==> src/rtl/uart_pkg.sv <==
// Shared types and constants for the UART receive path.
package uart_pkg;

    localparam int PARITY_NONE = 0;
    localparam int PARITY_EVEN = 1;
    localparam int PARITY_ODD  = 2;

    typedef enum logic [2:0] {
        s_WAIT_IDLE = 3'd0,
        s_IDLE      = 3'd1,
        s_START     = 3'd2,
        s_DATA      = 3'd3,
        s_PARITY    = 3'd4,
        s_STOP      = 3'd5,
        s_DONE      = 3'd6
    } uart_rx_state_t;

    // Legal parameter ranges for uart_rx_frame, evaluated at elaboration.
    function automatic bit rx_params_ok(input int cpb, input int data_bits,
                                        input int parity_mode, input int stop_bits);
        return (cpb >= 4) && (data_bits >= 5) && (data_bits <= 64) &&
               (parity_mode >= PARITY_NONE) && (parity_mode <= PARITY_ODD) &&
               ((stop_bits == 1) || (stop_bits == 2));
    endfunction

endpackage

==> src/rtl/uart_sync2.sv <==
// Two-flop synchronizer for a single asynchronous bit with a selectable reset level.
module uart_sync2 #(
    parameter logic RESET_VAL = 1'b1
) (
    input  logic i_Clock,
    input  logic i_Reset_n,
    input  logic i_Async,
    output logic o_Sync
);

    logic r_meta;
    logic r_sync;

    // Two-stage capture; the reset level matches the idle level of the source.
    always_ff @(posedge i_Clock or negedge i_Reset_n) begin
        if (!i_Reset_n) begin
            r_meta <= RESET_VAL;
            r_sync <= RESET_VAL;
        end else begin
            // NOTE: non-blocking assignments make both flops sample the old values, forming a true 2-stage chain.
            r_meta <= i_Async;
            r_sync <= r_meta;
        end
    end

    assign o_Sync = r_sync;

endmodule

==> src/rtl/uart_rx_frame.sv <==
// Parametrised UART receiver: configurable width, optional parity, 1 or 2 stop bits,
// parity/framing/break reporting, one word per frame with a single-cycle strobe.
module uart_rx_frame
    import uart_pkg::*;
#(
    parameter int CLKS_PER_BIT = 87,
    parameter int DATA_BITS    = 34,
    parameter int PARITY_MODE  = 0,
    parameter int STOP_BITS    = 1
) (
    input  logic                 i_Clock,
    input  logic                 i_Reset_n,
    input  logic                 i_Rx_Serial,
    output logic                 o_Rx_DV,
    output logic [DATA_BITS-1:0] o_Rx_Word,
    output logic                 o_Parity_Err,
    output logic                 o_Frame_Err,
    output logic                 o_Break,
    output logic                 o_Busy
);

    if (!rx_params_ok(CLKS_PER_BIT, DATA_BITS, PARITY_MODE, STOP_BITS)) begin : g_bad_params
        $error("uart_rx_frame: parameter out of range");
    end

    localparam int             CNT_W   = $clog2(CLKS_PER_BIT);
    localparam int             IDX_W   = $clog2(DATA_BITS + 1);
    localparam logic [CNT_W-1:0] CNT_MID  = CNT_W'((CLKS_PER_BIT - 1) / 2);
    localparam logic [CNT_W-1:0] CNT_LAST = CNT_W'(CLKS_PER_BIT - 1);
    localparam logic [IDX_W-1:0] IDX_LAST_DATA = IDX_W'(DATA_BITS - 1);
    localparam logic [IDX_W-1:0] IDX_LAST_STOP = IDX_W'(STOP_BITS - 1);
    localparam logic           PAR_ODD = (PARITY_MODE == PARITY_ODD);

    logic                 w_rx;
    logic                 w_mid_tick;
    logic                 w_bit_tick;
    uart_rx_state_t       w_next_state;

    uart_rx_state_t       r_state;
    logic [CNT_W-1:0]     r_cnt;
    logic [IDX_W-1:0]     r_idx;
    logic [DATA_BITS-1:0] r_shift;
    logic                 r_par;
    logic                 r_par_err_acc;
    logic                 r_frame_acc;
    logic                 r_zero;
    logic [1:0]           r_sync_primed;
    logic                 r_rx_dv;
    logic [DATA_BITS-1:0] r_word;
    logic                 r_parity_err;
    logic                 r_frame_err;
    logic                 r_break;
    logic                 r_busy;

    uart_sync2 #(.RESET_VAL(1'b1)) u_sync (
        .i_Clock   (i_Clock),
        .i_Reset_n (i_Reset_n),
        .i_Async   (i_Rx_Serial),
        .o_Sync    (w_rx)
    );

    // Next-state decode from the current state, bit counter and synchronized line.
    always_comb begin
        // NOTE: every output of this block gets a default first so no path can infer a latch.
        w_next_state = r_state;
        w_mid_tick   = (r_cnt == CNT_MID);
        w_bit_tick   = (r_cnt == CNT_LAST);
        unique case (r_state)
            s_WAIT_IDLE: if (r_sync_primed[1] && w_rx) w_next_state = s_IDLE;
            s_IDLE:      if (!w_rx) w_next_state = s_START;
            s_START:     if (w_mid_tick) w_next_state = w_rx ? s_IDLE : s_DATA;
            s_DATA:      if (w_bit_tick && (r_idx == IDX_LAST_DATA))
                             w_next_state = (PARITY_MODE != PARITY_NONE) ? s_PARITY : s_STOP;
            s_PARITY:    if (w_bit_tick) w_next_state = s_STOP;
            s_STOP:      if (w_bit_tick && (r_idx == IDX_LAST_STOP)) w_next_state = s_DONE;
            s_DONE:      w_next_state = r_frame_acc ? s_WAIT_IDLE : s_IDLE;
            default:     w_next_state = s_WAIT_IDLE;
        endcase
    end

    // State register plus the receive datapath: counters, shift register, error accumulators, outputs.
    always_ff @(posedge i_Clock or negedge i_Reset_n) begin
        if (!i_Reset_n) begin
            r_state       <= s_WAIT_IDLE;
            r_cnt         <= '0;
            r_idx         <= '0;
            r_shift       <= '0;
            r_par         <= 1'b0;
            r_par_err_acc <= 1'b0;
            r_frame_acc   <= 1'b0;
            r_zero        <= 1'b1;
            r_sync_primed <= 2'b00;
            r_rx_dv       <= 1'b0;
            r_word        <= '0;
            r_parity_err  <= 1'b0;
            r_frame_err   <= 1'b0;
            r_break       <= 1'b0;
            r_busy        <= 1'b0;
        end else begin
            r_state       <= w_next_state;
            r_busy        <= (w_next_state != s_IDLE);
            r_rx_dv       <= 1'b0;
            // The synchronizer resets to idle-high; ignore its output until real line
            // samples have flushed through, so a reset mid-frame cannot fake an idle line.
            r_sync_primed <= {r_sync_primed[0], 1'b1};
            unique case (r_state)
                s_IDLE: begin
                    r_cnt         <= '0;
                    r_idx         <= '0;
                    r_par         <= 1'b0;
                    r_par_err_acc <= 1'b0;
                    r_frame_acc   <= 1'b0;
                    r_zero        <= 1'b1;
                end
                s_START: r_cnt <= w_mid_tick ? '0 : r_cnt + CNT_W'(1);
                s_DATA: begin
                    if (w_bit_tick) begin
                        r_cnt   <= '0;
                        r_shift <= {w_rx, r_shift[DATA_BITS-1:1]};
                        r_par   <= r_par ^ w_rx;
                        r_zero  <= r_zero & ~w_rx;
                        r_idx   <= (r_idx == IDX_LAST_DATA) ? '0 : r_idx + IDX_W'(1);
                    end else begin
                        r_cnt <= r_cnt + CNT_W'(1);
                    end
                end
                s_PARITY: begin
                    if (w_bit_tick) begin
                        r_cnt         <= '0;
                        r_par_err_acc <= w_rx ^ r_par ^ PAR_ODD;
                        r_zero        <= r_zero & ~w_rx;
                    end else begin
                        r_cnt <= r_cnt + CNT_W'(1);
                    end
                end
                s_STOP: begin
                    if (w_bit_tick) begin
                        r_cnt       <= '0;
                        r_idx       <= r_idx + IDX_W'(1);
                        r_frame_acc <= r_frame_acc | ~w_rx;
                        if (r_idx == '0) r_zero <= r_zero & ~w_rx;
                    end else begin
                        r_cnt <= r_cnt + CNT_W'(1);
                    end
                end
                s_DONE: begin
                    r_rx_dv      <= 1'b1;
                    r_word       <= r_shift;
                    r_parity_err <= r_par_err_acc;
                    r_frame_err  <= r_frame_acc;
                    r_break      <= r_zero;
                end
                default: ;
            endcase
        end
    end

    assign o_Rx_DV      = r_rx_dv;
    assign o_Rx_Word    = r_word;
    assign o_Parity_Err = r_parity_err;
    assign o_Frame_Err  = r_frame_err;
    assign o_Break      = r_break;
    assign o_Busy       = r_busy;

endmodule
==> config.mk <==
export PLATFORM = sky130hd
export DESIGN_NAME = uart_rx_frame
export DESIGN_NICKNAME = d
export VERILOG_FILES = /design/src/rtl/uart_pkg.sv /design/src/rtl/uart_sync2.sv /design/src/rtl/uart_rx_frame.sv
export SDC_FILE = /design/constraint.sdc
export NUM_CORES = 1
export LEC_CHECK = 0
export BUFFER_PORTS_ARGS = -buffer_cell sky130_fd_sc_hd__clkbuf_2
export CAP_MARGIN = 20
export CORE_UTILIZATION = 30
export CTS_BUF_LIST = sky130_fd_sc_hd__clkbuf_4 sky130_fd_sc_hd__clkbuf_8
export DETAILED_ROUTE_END_ITERATION = 6
export MAX_ROUTING_LAYER = met4
export PLACE_DENSITY_LB_ADDON = 0.12
export SLEW_MARGIN = 30
export SYNTH_ARGS = -nofsm -noshare
export SYNTH_HDL_FRONTEND = slang
export SYNTH_SLANG_ARGS = --single-unit
==> constraint.sdc <==
create_clock -name i_Clock -period 2.58 [get_ports i_Clock]
set_input_delay 0.258 -clock i_Clock [delete_from_list [all_inputs] [get_ports i_Clock]]
set_output_delay 0.258 -clock i_Clock [all_outputs]
set_load 0.05 [all_outputs]
# After elaboration in Yosys (flattened, before gate mapping)
# Index checks and enable logic that the tools add are counted.
totals:
  out_inout_bits: 39
  regBits: 97
  inputBits: 3
  word_cells: 83
classes:
  bitwise: 4
  eq_ne: 15
  reduce_logical: 19
  n_addsub: 2
  n_mux: 26
ops:
  columns: ["cell", "count"]
  rows:
  - ["$pmux 3 s7", 1]
  - ["$pmux 7 s3", 1]
  - ["$mux 3", 6]
  - ["$mux 6", 3]
  - ["$pmux 6 s3", 1]
  - ["$mux 7", 2]
  - ["$eq 3x3->1 const B", 3]
  - ["$reduce_bool 3->1", 3]
  - ["$ne 2x2->1 const B", 4]
  - ["$reduce_and 2->1", 4]
  - ["$add 7x1->7 const B", 1]
  - ["$eq 7x6->1 const B", 1]
  - ["$eq 7x7->1 const B", 1]
  - ["$mux 1", 7]
  - ["$add 6x1->6 const B", 1]
  - ["$eq 3x2->1 const B", 2]
  - ["$eq 6x6->1 const B", 1]
  - ["$logic_not 6->1", 1]
  - ["$pmux 1 s2", 3]
  - ["$reduce_bool 2->1", 3]
  - ["$reduce_and 4->1", 1]
  - ["$eq 3x1->1 const B", 1]
  - ["$logic_and 1x1->1", 3]
  - ["$logic_not 3->1", 1]
  - ["other kinds (11)", 11]

# Logic depth before layout (Yosys ltp)
logic_depth:
  depth_word: 5
  ltp_mapped: 7
  depth_no_buf: 6

# Hierarchy
# A second synthesis with hierarchy kept.
unflattened:
  cells_unflattened: 382
  hier_area_um2: 4147.7
modules_own_cells:
  columns: ["mod", "n_inst", "cells_each", "area_per_inst_um2", "seq_area_each_um2"]
  rows:
  - ["uart_rx_frame", 1, 380, 4095.2, 2378.5]
  - ["uart_sync2", 1, 2, 52.6, 52.6]

# Least setup slack after synthesis
# OpenSTA, ideal clock, no wires.
synth_path:
  path_type: "reg2reg"
  startpoint: "register r_cnt[0]"
  endpoint: "register r_shift[10]"
  period_less_slack_ns: 1.808
  t_required_ns: 2.453
  setup_ns: 0.127
  stages_incl_launch_ff: 8
  path_buffers: 2
  arrival_time_ns: 1.681
  setup_slack_ns: 0.772
  path_cell_list: "dfrtp_1 > inv_1 > ha_1 > and4bb_2 > and3_1 > buf_2 > buf_6 > mux2_1"
synth_via:
  elab_chain_cells: 2
synth_rtl:
  columns: ["element", "line_no", "source"]
  rows:
  - ["start, declared", "uart_rx_frame.sv:40", "logic [CNT_W-1:0] r_cnt;"]
  - ["start signal, assigned", "uart_rx_frame.sv:115", "s_START: r_cnt <= w_mid_tick ? '0 : r_cnt + CNT_W'(1);"]
  - ["start signal, assigned", "uart_rx_frame.sv:124", "r_cnt <= r_cnt + CNT_W'(1);"]
  - ["start signal, assigned", "uart_rx_frame.sv:133", "r_cnt <= r_cnt + CNT_W'(1);"]
  - ["$eq 7x7->1", "uart_rx_frame.sv:67", "w_bit_tick = (r_cnt == CNT_LAST);"]
  - ["$reduce_and 2->1 (no line)", null, null]
  - ["end signal, assigned", "uart_rx_frame.sv:119", "r_shift <= {w_rx, r_shift[DATA_BITS-1:1]};"]
  - ["end, declared", "uart_rx_frame.sv:42", "logic [DATA_BITS-1:0] r_shift;"]
# Every way passes these cells.
# A chain may end at the register's enable or synchronous reset.

# Final worst setup path
layout_path:
  startpoint: "register r_state[1]"
  endpoint: "register r_shift[19]"
layout_via:
  elab_chain_cells: 2
layout_rtl:
  columns: ["element", "line_no", "source"]
  rows:
  - ["start, declared", "uart_rx_frame.sv:39", "uart_rx_state_t r_state;"]
  - ["start signal, assigned", "uart_rx_frame.sv:84", "r_state <= s_WAIT_IDLE;"]
  - ["start signal, assigned", "uart_rx_frame.sv:100", "r_state <= w_next_state;"]
  - ["$eq 3x2->1", "uart_rx_frame.sv:106", "unique case (r_state)"]
  - ["$reduce_and 2->1 (no line)", null, null]
# Every way passes these cells.

==> metrics.yaml <==
drive_above_1_share: 0.167
wl_met3_um: 323
netlist_instances: 382
numPortBuffers: 41
synth-main-ff-cell: "dfrtp_1"
power_density_mw_per_mm2: 698
track_usage: 0.131
drt_iter0_drc: 166
wl_met2_um: 3820
finalNonFillerCells: 606
syn_area_mm2: 0.00415
dr.pass1.iters: 4
worstHoldStart: "r_sync_primed[0]$_DFF_PN0_"
die_y_um: 120
path_cells: "nor2b_1, and3_1, buf_12, mux2_1"
synth-xor-area-share: 0.0127
critPathMaxStageDelay_ns: 0.68
synthArstFlopShare: 1.00
power_frac_seq: 0.525
reg2reg_to: "r_shift[19]$_DFFE_PN0P_"
power.leakage_uw: 0.00248
period_share: 0.757
yosys_warnings: 0
hpwl_um: 5430
core_area_mm2: 0.0133
top_layer: "met4"
synth_edf_count: 0
total_power_uw: 3330
viasPerCell: 4.55
status: "finished clean"
skew_ns: 0.00846
maxSlewViolCount: 0
ant_nets: 0
fill_cells: 1387
seq_area_mm2: 0.00243
r2r-start: "r_state[1]$_DFF_PN0_"
ys_seq_area_frac: 0.586
synth.ff_latch_count: 97
path_max_fanout: 34
holdPathStages: 0
cts_tree: "built"
met1Wirelength_um: 3980
numClockSinks: 97
io_pins: 42
clockBufferDepth: 2
whs_endpoint: "r_sync_primed[1]$_DFF_PN0_"
setup_tns_ns: 0
drt-total-wl_um: 8230
startpoint_type: "flip-flop"
grt_start_max_net_pins: 41
worstMarginPinSlew_ns: 0.638
multi_input_area_mm2: 0.00160
syn_to_final_growth_pct: 14.9
synth_top_family_by_area: "simple AND/OR/NAND/NOR gates"
htreeDepth: 3
p_sw_frac: 0.313
wl_per_cell_um: 13.6
place_inst: 588
yosys.area_share.simple: 0.168
start_util: 0.311
muxShareOfSynthArea: 0.114
path_delay_family: "flip-flops"
insertion_delay_ns: 0.37
critPathArrivalTime_ns: 2.21
vias: 2760
ir_worst_vdd_v: 0.000467
synth_cell_types: 49
slowest_stage: "dfrtp_1"
clk_pin_slew_worst_paths_ns: 0.09
nets: 433
slew_headroom: 0.572
post_cts_resized: 0
intPower_uw: 2290
numCtsBuffers: 9
antenna_cells: 0
clockPowerShare: 0.296
fmaxAchievable_mhz: 512
endpoint_kind: "flip-flop"
grt_pass1_wl_um: 14300
die_w_um: 120
setup_violations: 0
setup_slack_ns: 0.628
hp-class: "flip-flop to flip-flop"
rows: 42
grt_pass1_vias: 2819
place.gp.congestion: 0.794
synth_fp_nets: 390
rsz0062_at_grt: "no"
crit_type: "flip-flop to flip-flop"
maxCapViolations: 0
p_sw_uw: 1040
grt-ovfl-total: 0
dieArea_mm2: 0.0143
antenna_found_initial: 0
regToRegSetupSlack_ns: 0.63
avgSynthCellArea_um2: 10.9
cp.buffers_inverters: 1
r2r_cells: 4
combPwrFrac: 0.179
hold_violations: 0
root_buffer: "clkbuf_8"
synth_fa_ha_area_frac: 0.0151
worstPathRequired_ns: 2.83
synth_compound_area_frac: 0.0736
fin_crit_ns: 1.95
post-route-drc-count: 0
dp_slack_ns: 0.637
-- layout by cell type (no fill, tap or decap), types with 3 or more instances in the layout --
cell type  synthesis  final
inv_1              7      7
xnor2_1            5      5
nand2b_1           4      4
buf_4              0      4
nand3_1            4      4
clkbuf_2           0     40
a31oi_1            3      3
nand2_1          121    121
dfstp_2            3      3
nor2_1             3      3
dfrtp_1           94     94
o211ai_1           4      4
ha_1               5      5
and3_1             3      3
a21oi_1           10     10
nor3_1             9      9
mux2i_1            8      8
o21ai_1            7      7
clkbuf_8           0     12
o21ai_0            4      4
o21bai_1           5      5
mux2_1            35     35
-- flip-flops by register name, indices dropped and copies added, names as in the netlist, 2 cells and up --
| name | cells |
|---|---|
| r_cnt | 7 |
| r_sync_primed | 2 |
| r_idx | 6 |
| o_Rx_Word | 34 |
| r_shift | 34 |
| r_state | 3 |
-- worst max-delay path by stage --
stage	slack, ns	cells past startpoint	to	start
3_3_place_gp	0.67	6	r_shift[20]$_DFFE_PN0P_	r_cnt[0]$_DFFE_PN0P_
4_1_cts	0.62	6	r_shift[19]$_DFFE_PN0P_	r_cnt[0]$_DFFE_PN0P_
2_1_floorplan	0.77	7	r_shift[10]$_DFFE_PN0P_	r_cnt[0]$_DFFE_PN0P_
5_1_grt	0.51	4	r_shift[28]$_DFFE_PN0P_	r_state[1]$_DFF_PN0_
6_report	0.63	4	r_shift[19]$_DFFE_PN0P_	r_state[1]$_DFF_PN0_
3_5_place_dp	0.64	6	r_shift[19]$_DFFE_PN0P_	r_cnt[0]$_DFFE_PN0P_
-- worst register-to-register path: stages (launching register included) --
cell and delay, ns:
dfrtp_1 0.68, nor2b_1 0.30, and3_1 0.26, buf_12 0.23, mux2_1 0.37
-- final cells by class --
class | count | share of cell area
timing repair buffer | 48 | 0.0609
tap | 176 | 0.0462
sequential | 97 | 0.510
clock buffer | 12 | 0.0346
inverter | 9 | 0.00709
multi-input combinational | 260 | 0.335
clock inverter | 4 | 0.00656
-- synthesized netlist by cell type, types with 2 or more instances --
cell type | count | area share
nand2_1 | 121 | 0.11
dfrtp_1 | 94 | 0.57
mux2_1 | 35 | 0.095
a21oi_1 | 10 | 0.012
clkbuf_1 | 9 | 0.0081
nor3_1 | 9 | 0.011
mux2i_1 | 8 | 0.019
inv_1 | 7 | 0.0063
o21ai_1 | 7 | 0.0084
ha_1 | 5 | 0.015
o21bai_1 | 5 | 0.0091
xnor2_1 | 5 | 0.011
buf_2 | 4 | 0.0048
nand2b_1 | 4 | 0.0060
nand3_1 | 4 | 0.0048
o211ai_1 | 4 | 0.0072
o21ai_0 | 4 | 0.0048
a31oi_1 | 3 | 0.0045
and3_1 | 3 | 0.0045
buf_6 | 3 | 0.0081
dfstp_2 | 3 | 0.019
nor2_1 | 3 | 0.0027
and2_1 | 2 | 0.0030
inv_2 | 2 | 0.0018
nand4_1 | 2 | 0.0030
nor2b_1 | 2 | 0.0030
nor4_1 | 2 | 0.0030
-- power by group through the flow --
stage | logic [uW] | registers, uW | clock network, uW
after global placement | 594 | 1770 | 0
final | 595 | 1750 | 983
after global routing | 690 | 1760 | 1100
after floorplan | 479 | 1730 | 0
after detailed placement | 599 | 1770 | 0
after CTS | 605 | 1740 | 1040
-- metrics by stage --
stage / utilization / hold slack, ns / cell area (um2)
floorplan: - / -0.0376 / 4150
global placement: 0.341 / 0.271 / 4550
detailed placement: 0.341 / 0.281 / 4550
CTS: 0.357 / 0.361 / 4770
global route: 0.357 / 0.370 / 4770
finish: 0.357 / 0.356 / 4770
-- kinds of logic after synthesis --
kind of cell / after synthesis
AOI/OAI and AO/OA: 45
xor gates and xnor gates: 6
adders and majority gates: 5
buffers and inverters: 25
DFF: 97
muxes: 43
other: 1
and+or+nand+nor: 160
-- routing by layer --
layer / global-route usage / up-vias
met1: 0.171 / 1331
met3: 0.0404 / 8
li1: - / 1372
met2: 0.194 / 49
met5: - / -
met4: 0.0414 / 0
-- timing repair --
| item | 4_1_cts | 5_1_grt |
|---|---|---|
| hold buffers | 2 | 0 |
| hold endpoints to repair | 38 | 0 |
| buffers inserted | 0 | 0 |
No activity file was read; power rests on OpenSTA's default activity.
